--- src/rtl/mem_ctrl.sv ---
// Byte-serial memory controller arbitrating IF fetches and MEM loads/stores onto one 8-bit sync RAM port.
// Optional macro MEMCTRL_IO_STALL_EN: stalls writes to addresses >= IO_BASE while io_buffer_full is high.
module mem_ctrl #(
  parameter int unsigned            ADDR_WIDTH = 32,
  parameter logic [ADDR_WIDTH-1:0]  IO_BASE    = ADDR_WIDTH'(32'h00030000)
) (
  input  logic                  clk,
  input  logic                  rst,
  input  logic                  if_req,
  input  logic [ADDR_WIDTH-1:0] if_addr,
  input  logic                  if_flush,
  output logic [31:0]           if_data,
  output logic [1:0]            if_status,
  input  logic [2:0]            mem_rw,
  input  logic [ADDR_WIDTH-1:0] mem_addr,
  input  logic [31:0]           mem_wdata,
  input  logic [3:0]            mem_quantity,
  output logic [31:0]           mem_rdata,
  output logic [1:0]            mem_status,
  output logic [ADDR_WIDTH-1:0] ram_a,
  output logic [7:0]            ram_dout,
  output logic                  ram_wr,
  input  logic [7:0]            ram_din,
  input  logic                  io_buffer_full
);

  typedef enum logic [1:0] {S_IDLE, S_READ, S_WRITE, S_DONE} state_e;

  localparam logic [1:0] STAT_IDLE = 2'b00;
  localparam logic [1:0] STAT_BUSY = 2'b01;
  localparam logic [1:0] STAT_DONE = 2'b10;

  state_e                state_q;
  logic [ADDR_WIDTH-1:0] addr_q;
  logic [31:0]           wdata_q;
  logic [2:0]            qty_q;
  logic                  owner_if_q;
  logic [2:0]            cnt_q;
  logic [31:0]           rbuf_q;
  logic [ADDR_WIDTH-1:0] ram_a_q;
  logic [7:0]            ram_dout_q;
  logic                  ram_wr_q;
  logic [31:0]           if_data_q;
  logic [31:0]           mem_rdata_q;
  logic [1:0]            if_status_q;
  logic [1:0]            mem_status_q;

  logic [2:0]            mem_qty_d;
  logic [ADDR_WIDTH-1:0] cur_addr_d;
  logic [7:0]            wbyte_d;
  logic [1:0]            lane_d;
  logic [31:0]           rword_d;
  logic                  wr_stall_d;
  logic                  acc_stall_d;

  assign ram_a      = ram_a_q;
  assign ram_dout   = ram_dout_q;
  assign ram_wr     = ram_wr_q;
  assign if_data    = if_data_q;
  assign mem_rdata  = mem_rdata_q;
  assign if_status  = if_status_q;
  assign mem_status = mem_status_q;

  always_comb begin
    case (mem_quantity)
      4'd1:    mem_qty_d = 3'd1;
      4'd2:    mem_qty_d = 3'd2;
      default: mem_qty_d = 3'd4;
    endcase
  end

  // cnt_q counts edges since acceptance; the byte issued on a read is captured two edges later.
  assign cur_addr_d = addr_q + ADDR_WIDTH'(cnt_q);
  assign wbyte_d    = wdata_q[8*cnt_q[1:0] +: 8];
  assign lane_d     = 2'(cnt_q - 3'd2);

  always_comb begin
    rword_d = rbuf_q;
    rword_d[8*lane_d +: 8] = ram_din;
  end

`ifdef MEMCTRL_IO_STALL_EN
  assign wr_stall_d  = io_buffer_full && (cur_addr_d >= IO_BASE);
  assign acc_stall_d = io_buffer_full && (mem_addr >= IO_BASE);
`else
  logic unused_io;
  assign wr_stall_d  = 1'b0;
  assign acc_stall_d = 1'b0;
  assign unused_io   = io_buffer_full ^ (^IO_BASE);
`endif

  always_ff @(posedge clk) begin
    if (rst) begin
      state_q      <= S_IDLE;
      addr_q       <= '0;
      wdata_q      <= '0;
      qty_q        <= '0;
      owner_if_q   <= 1'b0;
      cnt_q        <= '0;
      rbuf_q       <= '0;
      ram_a_q      <= '0;
      ram_dout_q   <= '0;
      ram_wr_q     <= 1'b0;
      if_data_q    <= '0;
      mem_rdata_q  <= '0;
      if_status_q  <= STAT_IDLE;
      mem_status_q <= STAT_IDLE;
    end else begin
      case (state_q)
        S_IDLE: begin
          cnt_q    <= 3'd1;
          rbuf_q   <= '0;
          ram_wr_q <= 1'b0;
          if (mem_rw == 3'b001) begin
            state_q      <= S_READ;
            owner_if_q   <= 1'b0;
            addr_q       <= mem_addr;
            qty_q        <= mem_qty_d;
            ram_a_q      <= mem_addr;
            mem_status_q <= STAT_BUSY;
          end else if (mem_rw == 3'b010) begin
            state_q      <= S_WRITE;
            owner_if_q   <= 1'b0;
            addr_q       <= mem_addr;
            wdata_q      <= mem_wdata;
            qty_q        <= mem_qty_d;
            ram_a_q      <= mem_addr;
            ram_dout_q   <= mem_wdata[7:0];
            mem_status_q <= STAT_BUSY;
            if (acc_stall_d) begin
              cnt_q <= 3'd0;
            end else begin
              ram_wr_q <= 1'b1;
            end
          end else if (if_req) begin
            state_q     <= S_READ;
            owner_if_q  <= 1'b1;
            addr_q      <= if_addr;
            qty_q       <= 3'd4;
            ram_a_q     <= if_addr;
            if_status_q <= STAT_BUSY;
          end
        end

        S_READ: begin
          if (owner_if_q && if_flush) begin
            state_q     <= S_IDLE;
            if_status_q <= STAT_IDLE;
          end else begin
            cnt_q <= cnt_q + 3'd1;
            if (cnt_q < qty_q) begin
              ram_a_q <= cur_addr_d;
            end
            if (cnt_q >= 3'd2) begin
              rbuf_q <= rword_d;
            end
            if (cnt_q == qty_q + 3'd1) begin
              state_q <= S_DONE;
              if (owner_if_q) begin
                if_data_q   <= rword_d;
                if_status_q <= STAT_DONE;
              end else begin
                mem_rdata_q  <= rword_d;
                mem_status_q <= STAT_DONE;
              end
            end
          end
        end

        S_WRITE: begin
          if (cnt_q < qty_q) begin
            ram_a_q    <= cur_addr_d;
            ram_dout_q <= wbyte_d;
            if (wr_stall_d) begin
              ram_wr_q <= 1'b0;
            end else begin
              ram_wr_q <= 1'b1;
              cnt_q    <= cnt_q + 3'd1;
            end
          end else begin
            ram_wr_q     <= 1'b0;
            state_q      <= S_DONE;
            mem_status_q <= STAT_DONE;
          end
        end

        S_DONE: begin
          state_q      <= S_IDLE;
          if_status_q  <= STAT_IDLE;
          mem_status_q <= STAT_IDLE;
        end

        default: state_q <= S_IDLE;
      endcase
    end
  end

endmodule

--- config.mk ---
export PLATFORM = sky130hd
export DESIGN_NAME = mem_ctrl
export DESIGN_NICKNAME = d
export VERILOG_FILES = /design/src/rtl/mem_ctrl.sv
export SDC_FILE = /design/constraint.sdc
export NUM_CORES = 1
export LEC_CHECK = 0
export CORE_MARGIN = 5
export CORE_UTILIZATION = 50
export DETAILED_ROUTE_END_ITERATION = 12
export PLACE_DENSITY = 0.8
export SLEW_MARGIN = 20
export SYNTH_ARGS = -nofsm -noshare
export SYNTH_HDL_FRONTEND = slang
export SYNTH_SLANG_ARGS = --single-unit
--- constraint.sdc ---
create_clock -name clk -period 3.71 [get_ports clk]
set_clock_uncertainty 0.15 [all_clocks]
set_input_delay 0.9275 -clock clk [delete_from_list [all_inputs] [get_ports clk]]
set_output_delay 0.9275 -clock clk [all_outputs]
set_load 0.03 [all_outputs]
==> impl_summary.log <==
INFO  metric grt_pass1_vias = 8854
INFO  metric syn-num-nets = 1283
INFO  metric critical_path_required = 3.98 ns
INFO  metric cts_num_sinks = 214
INFO  metric whs_endpoint = wdata_q[13]
INFO  metric pin_count_of_the_biggest_net_entering_global_routing = 107
INFO  metric core_area = 0.0195 sq mm
INFO  metric portBuffers = 223
INFO  metric p_sw = 3.66 mW
INFO  metric postSynthRegisterBits = 214
INFO  metric detail_route.first_pass.iterations = 5
INFO  metric finalSetupViolations = 0
INFO  metric power.density_cell_area = 705 mW/mm^2
INFO  metric cts-buffers-inserted = 22
INFO  metric worst_slack = 0.799 ns
INFO  metric cts-root-buf = sky130_fd_sc_hd__clkbuf_16
INFO  metric seqPwrFrac = 33.1%
INFO  metric grt_overflow = 0
INFO  metric p_int = 5.64 mW
INFO  metric drive_gt1_share = 9.54%
INFO  metric critical-path-max-stage-delay = 0.55 ns
INFO  metric setup.worst_path.start_class = register
INFO  metric worstSetupEndpointType = register
INFO  metric cts_stage_hold_buffer_count = 0
INFO  metric die_width = 151 um
INFO  metric dominantRegCellSynth = sky130_fd_sc_hd__dfxtp_1
INFO  metric netSwitchingFraction = 39.4%
INFO  metric h-tree-depth = 1
INFO  metric worstHoldPathType = register to register
INFO  metric routed-via-count = 9187
INFO  metric start_util = 50.9%
INFO  metric timing.hold.worst.start = wdata_q[13]
INFO  metric area.growth.synth_to_final = 32.8%
INFO  metric final-max-slew-violation-count = 0
INFO  metric synthArstFlopShare = 0%
INFO  metric global_route.usage.total = 23.8%
INFO  metric ff2ff_setup_slack = 0.80 ns
INFO  metric rr_startpoint = cnt_q[0]
INFO  metric wl_per_cell = 17.3 um
INFO  metric critical_path_arrival = 3.18 ns
INFO  metric synthCells = 1147
INFO  metric synth.cell_area = 0.00995 sq mm
INFO  metric layoutNonFillerInstCount = 1627
INFO  metric cts.repair_timing.setup_buffer_count = 0
INFO  metric count_of_flip_flops_with_a_built_in_enable_after_synthesis = 0
INFO  metric floorplan.die_area = 0.0228 sq mm
INFO  metric fill_cells = 1619
INFO  metric rsz0062_at_grt = false
INFO  metric peak_ir_drop_on_the_vdd_network = 421 uV
INFO  metric cts.path.max_buffers = 3
INFO  metric share_comb_of_total_power = 43.3%
INFO  metric first_iter_violations = 590
INFO  metric post-layout-total-power = 9.31 mW
INFO  metric design.portCount = 225
INFO  metric timing.setup.tns = 0 ns
INFO  metric antenna_violations_before_repair = 1
INFO  metric clk_pin_slew = 0.06 ns
INFO  metric cts_repair_resize_count = 0
INFO  metric status = complete, no violations
INFO  metric n_antenna_cell = 0
INFO  metric row_count = 51
INFO  metric timing_worst_setup_path_type = register to register
INFO  metric drc = 0
INFO  metric critical_path.cell_chain = inv_1 > ha_1 > or3_1 > nor3_4 > buf_4 > nor2_1 > a211oi_2
INFO  metric detailedPlacementHpwl = 19.9 mm
INFO  metric worst_r2r_endpoint = if_data[5]
INFO  metric dp.cells = 1589
INFO  metric route.final.wire_length = 28.2 mm
INFO  metric leakage = 4.59 nW
INFO  metric worstPathMaxFanout = 52
INFO  metric fp.dieH = 151 um
INFO  metric fmaxAchievable = 343 MHz
INFO  metric synth_sequential_area_ratio = 43.1%
INFO  metric worst_r2r_path_depth = 7
INFO  metric timing.critical_path.slowest_stage_cell = sky130_fd_sc_hd__buf_4
INFO  metric cap_viol_max_count = 0
INFO  metric timing.max_slew.rel_slack = 27.2%
INFO  metric gp_congestion = 0.866
INFO  metric layout_min_cycle_time = 2.91 ns
INFO  metric slew_worst_pin = 1.09 ns
INFO  metric power.clock.fraction = 23.5%
INFO  metric design.final.nets = 1484
INFO  metric first_pass_grt_wire_length = 44.7 mm
INFO  metric synth.distinct_cells = 67
INFO  metric clock_tree_from_tritoncts = yes
INFO  metric synthesis.yosys.warnings = 0
INFO  metric hold_ws = 0.303 ns
INFO  metric clkLatencyLatePin = 0.50 ns
INFO  metric routed_via_density = 5.65
INFO  metric worstHoldPathCells = 2
INFO  metric dpl_worst_slack = 0.381 ns
INFO  metric postRouteAntennaNets = 0
INFO  metric avgSynthCellArea = 8.67 sq um
INFO  metric min_period_over_period = 78.5%
INFO  metric hold_viol_final = 0
==> cells in the mapped netlist (all sizes together), types with 3 or more instances <==
| library cell | number | area, sq um |
|---|---|---|
| o31ai | 4 | 30.0 |
| dfxtp | 214 | 4280 |
| mux4 | 8 | 180 |
| nor4 | 8 | 56.3 |
| a21oi | 130 | 651 |
| o221ai | 5 | 43.8 |
| nand2 | 110 | 413 |
| o21a | 6 | 45.0 |
| a31o | 5 | 43.8 |
| a211oi | 100 | 896 |
| nand2b | 7 | 43.8 |
| nor3 | 12 | 71.3 |
| nor2b | 34 | 213 |
| nand3 | 37 | 185 |
| inv | 13 | 48.8 |
| xnor2 | 3 | 26.3 |
| mux2i | 36 | 360 |
| o211ai | 5 | 37.5 |
| nand4 | 14 | 87.6 |
| buf | 26 | 150 |
| o21ai | 13 | 65.1 |
| mux2 | 9 | 101 |
| or3 | 3 | 18.8 |
| a211o | 6 | 52.6 |
| xor2 | 20 | 183 |
| clkbuf | 57 | 214 |
| ha | 19 | 238 |
| nor2 | 179 | 682 |
| a311oi | 8 | 70.1 |
| o22ai | 8 | 50.1 |
| and2 | 3 | 18.8 |
| and3 | 8 | 50.1 |
| a31oi | 4 | 25.0 |
==> per-layer routing <==
layer,GRT usage (%),part of all wire [%],vias up
met3,4.34,7.4,30
met4,5.08,1.3,2
li1,-,-,4494
met5,0,0.046,-
met2,40.9,48,320
met1,31.4,43,4341
==> power groups by stage <==
stage	clock [mW]	sequential, mW	combinational [mW]
4_1_cts	2.23	3.08	4.04
6_report	2.19	3.08	4.04
5_1_grt	2.34	3.14	4.35
3_5_place_dp	0	3.12	4.02
3_3_place_gp	0	3.10	3.95
2_1_floorplan	0	3.58	2.07
==> cell families (layout without fill, tap and decap cells) <==
kind of cell             count (synthesis)  after routing  share of synthesized area [%]
XOR/XNOR                                24             24                           2.34
AO/OA/AOI/OAI                          310            310                           21.6
multiplexers                            53             53                           6.45
adder cells (fa/ha/maj)                 20             20                           2.59
buffers and inverters                   97            312                           4.19
flip-flops                             214            214                           43.1
AND/OR/NAND/NOR                        429            429                           19.8
==> through the flow <==
step	area, sq um	utilization [%]
final	13200	67.7
after global routing	13200	67.7
after CTS	13200	67.7
after detailed placement	12500	64.1
after global placement	12500	64.1
after floorplan	9950	-
==> worst max-delay path: cells and delay by family (launching register included) <==
kind                       cells  cell delay [ns]
buffers and inverters          2             0.73
DFF                            1             0.53
and+or+nand+nor                3             0.86
adders and majority gates      1             0.34
AOI/OAI and AO/OA              1             0.21
==> registers in the layout, summed over array words and instances, names as in the netlist <==
register    count
addr_q         32
if_data        32
mem_rdata      32
ram_a          32
rbuf_q         32
wdata_q        32
ram_dout        8
cnt_q           3
qty_q           3
if_status       2
mem_status      2
state_q         2
owner_if_q      1
ram_wr          1
==> layout make-up <==
cell class / count / area [sq um] / share of cell area (%)
Timing Repair Buffer: 260 / 2570 / 19.5
Sequential cell: 214 / 4280 / 32.4
Tap cell: 265 / 332 / 2.51
Clock inverter: 8 / 90.1 / 0.682
Clock buffer: 30 / 612 / 4.63
Inverter: 14 / 52.6 / 0.398
Multi-Input combinational cell: 836 / 5270 / 39.9
==> worst max path at each step <==
stage,start,to,slack (ns),cells past startpoint
after detailed placement,mem_rw[1],ram_a[20],0.38,8
after floorplan,cnt_q[0],if_data[10],0.77,9
after CTS,cnt_q[0],if_data[8],0.80,7
after global placement,mem_rw[0],ram_a[21],0.43,8
final,cnt_q[0],if_data[5],0.80,7
after global routing,cnt_q[0],if_data[4],0.62,7
==> layout by cell type, fill, tap and decap left out, drive strengths merged, types with 19 or more instances in the layout <==
cell           synthesis  routed
buf                   26      38
clkdlybuf4s50          0     222
nand2                110     110
mux2i                 36      36
nor2                 179     179
nand3                 37      37
nor2b                 34      34
a211oi               100     100
xor2                  20      20
ha                    19      19
clkbuf                57      30
dfxtp                214     214
a21oi                130     130
No activity file was read; power rests on OpenSTA's default activity.
